**src/rtl/vectorgen_pkg.sv**
```systemverilog
// Shared FSM encoding and lane-slicing helper for the vector generator.
package vectorgen_pkg;

  localparam int CNT_W = 64;

  typedef enum logic [7:0] {
    IDLE   = 8'd0,
    LEN    = 8'd1,
    WB     = 8'd2,
    BASE   = 8'd3,
    WS     = 8'd4,
    STRIDE = 8'd5,
    INIT   = 8'd6,
    STREAM = 8'd7,
    SUM    = 8'd8,
    CYC    = 8'd9
  } state_t;

  // Bit offset of lane idx inside a packed stream word of lanes that are width bits wide.
  function automatic int LANE_OFS(input int idx, input int width);
    return idx * width;
  endfunction

endpackage

```
**src/rtl/vectorgen_lane.sv**
```systemverilog
// One lane of the progression generator: loads its starting element, then strides by step.
module vectorgen_lane
  import vectorgen_pkg::*;
#(
  parameter int W_D      = 32,
  parameter int LANE_IDX = 0
) (
  input  logic           clk,
  input  logic           rst,
  input  logic           init,
  input  logic           adv,
  input  logic [W_D-1:0] base,
  input  logic [W_D-1:0] stride,
  input  logic [W_D-1:0] step,
  output logic [W_D-1:0] value
);

  localparam logic [W_D-1:0] LANE_MUL = W_D'(LANE_IDX);

  // Lane value: first element of this lane on init, then advance by the full word step per enqueue.
  always_ff @(posedge clk) begin
    if (rst) begin
      value <= '0;
    end else if (init) begin
      value <= base + LANE_MUL * stride;
    end else if (adv) begin
      value <= value + step;
    end
  end

endmodule

```
**src/rtl/vectorgen_main.sv**
```systemverilog
// Arithmetic-progression vector producer: reads len/base/stride commands, streams words, reports checksums.
module vectorgen_main
  import vectorgen_pkg::*;
#(
  parameter int SIMD_WIDTH     = 4,
  parameter int LOG_SIMD_WIDTH = 2,
  parameter int W_D            = 32,
  parameter int W_COMM_D       = 32
) (
  input  logic                      CLK,
  input  logic                      RST,
  output logic [W_D*SIMD_WIDTH-1:0] out_d,
  output logic                      out_enq,
  input  logic                      out_full,
  output logic [W_COMM_D-1:0]       comm_d,
  output logic                      comm_enq,
  input  logic                      comm_full,
  input  logic [W_COMM_D-1:0]       comm_q,
  output logic                      comm_deq,
  input  logic                      comm_empty
);

  state_t              state;
  state_t              state_next;
  logic                deq_next;
  logic                send_sum;
  logic                send_cyc;
  logic                lane_init;
  logic                lane_adv;
  logic                running;
  logic [CNT_W-1:0]    len;
  logic [CNT_W-1:0]    cnt;
  logic [CNT_W-1:0]    cyclecount;
  logic [W_D-1:0]      base;
  logic [W_D-1:0]      stride;
  logic [W_D-1:0]      step;
  logic [W_COMM_D-1:0] checksum;
  logic [W_COMM_D-1:0] lane_sum;
  logic [W_D-1:0]      lane_val [SIMD_WIDTH];

  assign out_enq   = (state == STREAM) && !out_full;
  assign lane_init = (state == INIT);
  assign lane_adv  = out_enq;

  // State register.
  always_ff @(posedge CLK) begin
    if (RST) begin
      state <= IDLE;
    end else begin
      state <= state_next;
    end
  end

  // Next-state logic plus the strobes that the datapath registers turn into channel pulses.
  always_comb begin
    state_next = state;
    deq_next   = 1'b0;
    send_sum   = 1'b0;
    send_cyc   = 1'b0;
    unique case (state)
      IDLE: begin
        if (!comm_empty) begin
          deq_next   = 1'b1;
          state_next = LEN;
        end
      end
      LEN:    state_next = (comm_q == '0) ? CYC : WB;
      WB: begin
        if (!comm_empty) begin
          deq_next   = 1'b1;
          state_next = BASE;
        end
      end
      BASE:   state_next = WS;
      WS: begin
        if (!comm_empty) begin
          deq_next   = 1'b1;
          state_next = STRIDE;
        end
      end
      STRIDE: state_next = INIT;
      INIT:   state_next = STREAM;
      STREAM: begin
        if (out_enq && (cnt == len - 64'd1)) begin
          state_next = SUM;
        end
      end
      SUM: begin
        if (!comm_full) begin
          send_sum   = 1'b1;
          state_next = IDLE;
        end
      end
      CYC: begin
        if (!comm_full) begin
          send_cyc   = 1'b1;
          state_next = IDLE;
        end
      end
      default: state_next = IDLE;
    endcase
  end

  // Checksum adder tree: zero-extended sum of the lanes currently presented on out_d.
  always_comb begin
    lane_sum = '0;
    for (int i = 0; i < SIMD_WIDTH; i++) begin
      lane_sum = lane_sum + W_COMM_D'(lane_val[i]);
    end
  end

  // Command capture, element counting, checksum accumulation, run timer and channel pulses.
  always_ff @(posedge CLK) begin
    if (RST) begin
      comm_d     <= '0;
      comm_enq   <= 1'b0;
      comm_deq   <= 1'b0;
      running    <= 1'b0;
      len        <= '0;
      cnt        <= '0;
      base       <= '0;
      stride     <= '0;
      step       <= '0;
      checksum   <= '0;
      cyclecount <= '0;
    end else begin
      comm_deq   <= deq_next;
      comm_enq   <= send_sum | send_cyc;
      cyclecount <= running ? cyclecount + 64'd1 : '0;
      if (send_sum) begin
        comm_d <= checksum;
      end else if (send_cyc) begin
        comm_d <= cyclecount[W_COMM_D-1:0];
      end
      if ((state == IDLE) && deq_next) begin
        running <= 1'b1;
      end else if (send_cyc) begin
        running <= 1'b0;
      end
      if (state == LEN) begin
        len <= CNT_W'(comm_q);
        cnt <= '0;
      end
      if (state == BASE) begin
        base <= comm_q[W_D-1:0];
      end
      if (state == STRIDE) begin
        stride <= comm_q[W_D-1:0];
      end
      if (state == INIT) begin
        step     <= stride << LOG_SIMD_WIDTH;
        checksum <= '0;
      end
      if (lane_adv) begin
        checksum <= checksum + lane_sum;
        cnt      <= cnt + 64'd1;
      end
    end
  end

  // One lane generator per SIMD lane, each wired to its slice of the stream word.
  for (genvar g = 0; g < SIMD_WIDTH; g++) begin : g_lane
    vectorgen_lane #(
      .W_D     (W_D),
      .LANE_IDX(g)
    ) u_lane (
      .clk   (CLK),
      .rst   (RST),
      .init  (lane_init),
      .adv   (lane_adv),
      .base  (base),
      .stride(stride),
      .step  (step),
      .value (lane_val[g])
    );
    assign out_d[LANE_OFS(g, W_D) +: W_D] = lane_val[g];
  end

endmodule

```
**config.mk**
```make
export PLATFORM = sky130hd
export DESIGN_NAME = vectorgen_main
export DESIGN_NICKNAME = d
export VERILOG_FILES = /design/src/rtl/vectorgen_pkg.sv /design/src/rtl/vectorgen_lane.sv /design/src/rtl/vectorgen_main.sv
export SDC_FILE = /design/constraint.sdc
export NUM_CORES = 2
export LEC_CHECK = 0
export CORE_AREA = 2 2 392 200
export CTS_CLUSTER_SIZE = 40
export DETAILED_ROUTE_END_ITERATION = 8
export DIE_AREA = 0 0 394 202
export PLACE_DENSITY = 0.64
export RECOVER_POWER = 25
export SYNTH_ARGS = -nofsm -noshare
export SYNTH_HDL_FRONTEND = slang
export SYNTH_SLANG_ARGS = --single-unit
```
**constraint.sdc**
```tcl
create_clock -name CLK -period 5.1 [get_ports CLK]
set_input_delay 1.02 -clock CLK [delete_from_list [all_inputs] [get_ports CLK]]
set_output_delay 1.02 -clock CLK [all_outputs]
set_load 0.005 [all_outputs]
```
==> results.sh <==
export IMPL_crit_top_cell="inv_1"
export IMPL_path_cells="inv_1 > fa_1 > inv_1 > fa_1 > inv_1 > fa_1 > inv_1 > ha_1 > a21oi_2 > o21ai_0 > a41oi_2 > a21oi_2 > buf_4 > o311a_4 > nor2_1 > o31ai_2 > buf_4 > or2_2 > xnor2_1 > o21ai_0"
export IMPL_cts_tree="yes"
export IMPL_syn_area_per_cell_um2=7.86
export IMPL_hold_ws_ns=0.478
export IMPL_cp_max_fo=6
export IMPL_grt_first_pass_wirelength_mm=167
export IMPL_clockBufferDepth=3
export IMPL_min_period_over_period_pct=94.6
export IMPL_startpoint_type="flip-flop"
export IMPL_yosysUniqueCellTypes=87
export IMPL_root_buffer="clkbuf_16"
export IMPL_drc=0
export IMPL_grt_overflow=0
export IMPL_status="finished with violations"
export IMPL_num_vias=30800
export IMPL_route_met2_wl_mm=43.1
export IMPL_synthArstFlopShare_pct=0
export IMPL_layout_setup_ws_ns=0.277
export IMPL_ys_seq_area_share_pct=25.9
export IMPL_ys_warn_count=0
export IMPL_diodes=0
export IMPL_clock_sinks=419
export IMPL_synthTopCellsByArea="dfxtp_1 (26%), ha_1 (9.3%), fa_1 (8.0%), a21oi_1 (7.0%), nand2_1 (5.8%)"
export IMPL_finClkSkew_ns=0.0433
export IMPL_fmax_mhz=207
export IMPL_wl_met3_mm=9.86
export IMPL_place_inst=5270
export IMPL_fillers=7487
export IMPL_dieWidth_um=394
export IMPL_powerDensity_nw_per_um2=204
export IMPL_crit_arrival_ns=5.30
export IMPL_setup_tns_ns=0
export IMPL_place_hpwl_mm=83.1
export IMPL_synth_edf_count=0
export IMPL_die_h_um=202
export IMPL_drtPass1Iterations=5
export IMPL_min_path_type="reg2reg"
export IMPL_vias_per_cell=5.75
export IMPL_yosys_area_share_simple_pct=18.8
export IMPL_critPathCaptureType="flip-flop"
export IMPL_detail_route_antenna_nets=0
export IMPL_htreeDepth=2
export IMPL_synth_mux_area_fraction_pct=1.67
export IMPL_synth_largest_area_cell="dfxtp_1"
export IMPL_synth_top_family_by_area="compound AO/OA/AOI/OAI gates"
export IMPL_ys_flop_type="dfxtp_1"
export IMPL_worst_pin_slew_ns=3.57
export IMPL_synthCells=4119
export IMPL_rows=72
export IMPL_postCtsHoldBufs=0
export IMPL_hold_viol=0
export IMPL_cpPeakStageDelay_ns=0.50
export IMPL_violations="capacitance limit, slew limit"
export IMPL_min_period_ns=4.82
export IMPL_leakage_nw=15.4
export IMPL_syn_num_nets=4526
export IMPL_final_nets=4688
export IMPL_wirelength_mm=109
export IMPL_start_util_pct=42.4
export IMPL_met1_length_mm=53.5
export IMPL_io_buffers=199
export IMPL_ys_ff_latch=419
export IMPL_clkTransAtPathRegs_ns=0.07
export IMPL_dp_slack_ns=-0.140
export IMPL_criticalPathCategory="reg2reg"
export IMPL_relSlewSlack_pct=-138
export IMPL_synth_xor_area_share_pct=7.22
export IMPL_slew_viol_final=378
export IMPL_core_um2=76300
export IMPL_numCtsBuffers=45
export IMPL_dieArea_um2=79600
export IMPL_cpMaxStageDelayCell="fa_1"
export IMPL_drv_cap=4
export IMPL_syn_cell_area_um2=32400
export IMPL_antenna_found_initial=1
export IMPL_setup_viol=0
export IMPL_rsz0062_at_grt="true"
export IMPL_synthAdderAreaFrac_pct=17.3
export IMPL_vdd_ir_drop_max_uv=265
export IMPL_layout_cells_non_filler=5351
export IMPL_grt_pass1_vias=27400
export IMPL_ios=200
export IMPL_grt_usage_pct=26.6
export IMPL_grt_start_max_net_pins=167
export IMPL_wl_per_cell_um=20.4
export IMPL_post_cts_setup_buffer_count=0
export IMPL_netlist_area_leader_share_pct=25.9
export IMPL_initialDrtViolationCount=3502
export IMPL_clkLatencyLatePin_ns=0.63
export IMPL_gp_congestion=0.935
export IMPL_area_growth_pct=15.1
export IMPL_drive_gt1_share_pct=5.82
export IMPL_topRoutingLayerUsed="met5"
export IMPL_critPathRequiredTime_ns=5.58
export IMPL_synth_compound_area_share_pct=22.8
-- synthesized netlist by cell type (30+ instances only) --
master and instances:
xor2_1 114, nand2b_1 36, o211ai_1 40, nor3_1 65, nand2_1 497, a22oi_1 30, or3_1 52, o21a_1 41
inv_1 345, nand4_1 35, a21oi_1 456, fa_1 129, nor2_1 307, xnor2_1 153, dfxtp_1 419, clkbuf_1 143
a21o_1 85, a211oi_1 84, ha_1 241, nor4_1 30, mux2i_1 46, a31oi_1 32, nand3_1 128, and3_1 45
o21ai_0 175
-- stage by stage --
stage | util (%) | power, mW | cell area [um2]
4_1_cts | 48.8 | 7.64 | 37300
5_1_grt | 48.9 | 7.84 | 37300
3_3_place_gp | 46.8 | 4.14 | 35700
3_5_place_dp | 46.8 | 4.15 | 35700
2_1_floorplan | - | 3.90 | 32400
6_report | 48.9 | 7.59 | 37300
-- logic make-up after synthesis --
kind of cell	after synthesis
mux	53
xor+xnor	267
compound gates	1173
simple gates	1315
buf+inv	522
fa+ha+maj	370
flops	419
-- repair_timing --
action,4_1_cts,5_1_grt
pin swaps,0,4
setup endpoints to repair,5,9
gates resized for setup,3,18
-- sequential cells by signal (all words and copies together) (netlist names) --
register	cells
comm_enq	1
g_lane.u_lane.value	126
running	1
len	32
comm_deq	1
step	30
state	4
stride	32
comm_d	32
base	32
cnt	64
checksum	32
cyclecount	32
-- routing by layer --
| metal | track usage [%] | vias up |
|---|---|---|
| li1 | - | 14900 |
| met1 | 41.3 | 14500 |
| met2 | 36.9 | 1216 |
| met3 | 5.18 | 154 |
| met4 | 7.20 | 4 |
| met5 | 0 | - |
-- final timing paths --
kind	start	endpoint	slack (ns)	cells after the start
min reg2reg	g_lane[3].u_lane.value[1]$_SDFFE_PP0P_	g_lane[3].u_lane.value[1]$_SDFFE_PP0P_	0.48	2
max reg2reg	g_lane[1].u_lane.value[7]$_SDFFE_PP0P_	checksum[28]$_SDFFE_PP0P_	0.28	20
max	g_lane[1].u_lane.value[7]$_SDFFE_PP0P_	checksum[28]$_SDFFE_PP0P_	0.28	20
min	g_lane[3].u_lane.value[1]$_SDFFE_PP0P_	g_lane[3].u_lane.value[1]$_SDFFE_PP0P_	0.48	2
-- placed cells by master, fill, tap and decap left out, types with 88 or more instances in the layout --
master / synthesis / final
o21ai_0: 175 / 172
buf_4: 3 / 88
inv_1: 345 / 344
ha_1: 241 / 239
nand3_1: 128 / 128
nand2_1: 497 / 496
clkdlybuf4s50_1: 0 / 193
xor2_1: 114 / 114
dfxtp_1: 419 / 419
xnor2_1: 153 / 153
fa_1: 129 / 129
a21oi_1: 456 / 451
nor2_1: 307 / 306
-- power by group --
group	leakage, nW	switching [mW]	internal [mW]
logic	11.3	0.466	0.253
clock network	0.728	1.53	1.96
registers	3.38	0.0654	3.31
-- final cells by class --
| cell class | instances | area, um2 | area share [%] |
|---|---|---|---|
| inverter | 345 | 1300 | 3.48 |
| clock buffer | 63 | 1280 | 3.45 |
| clock inverter | 18 | 215 | 0.577 |
| tap | 1036 | 1300 | 3.48 |
| sequential | 419 | 8390 | 22.5 |
| multi-input combinational | 3178 | 22100 | 59.3 |
| timing repair buffer | 292 | 2700 | 7.23 |
-- worst max-delay path, delay by kind of cell (launching register included) --
kind                     cells  cell delay, ns
adder cells (fa/ha/maj)      4            1.87
AO/OA/AOI/OAI                7            1.28
buffers and inverters        6            0.52
AND/OR/NAND/NOR              2            0.51
flip-flops                   1            0.36
XOR/XNOR                     1            0.12
Power figures use the tool's default switching activity.
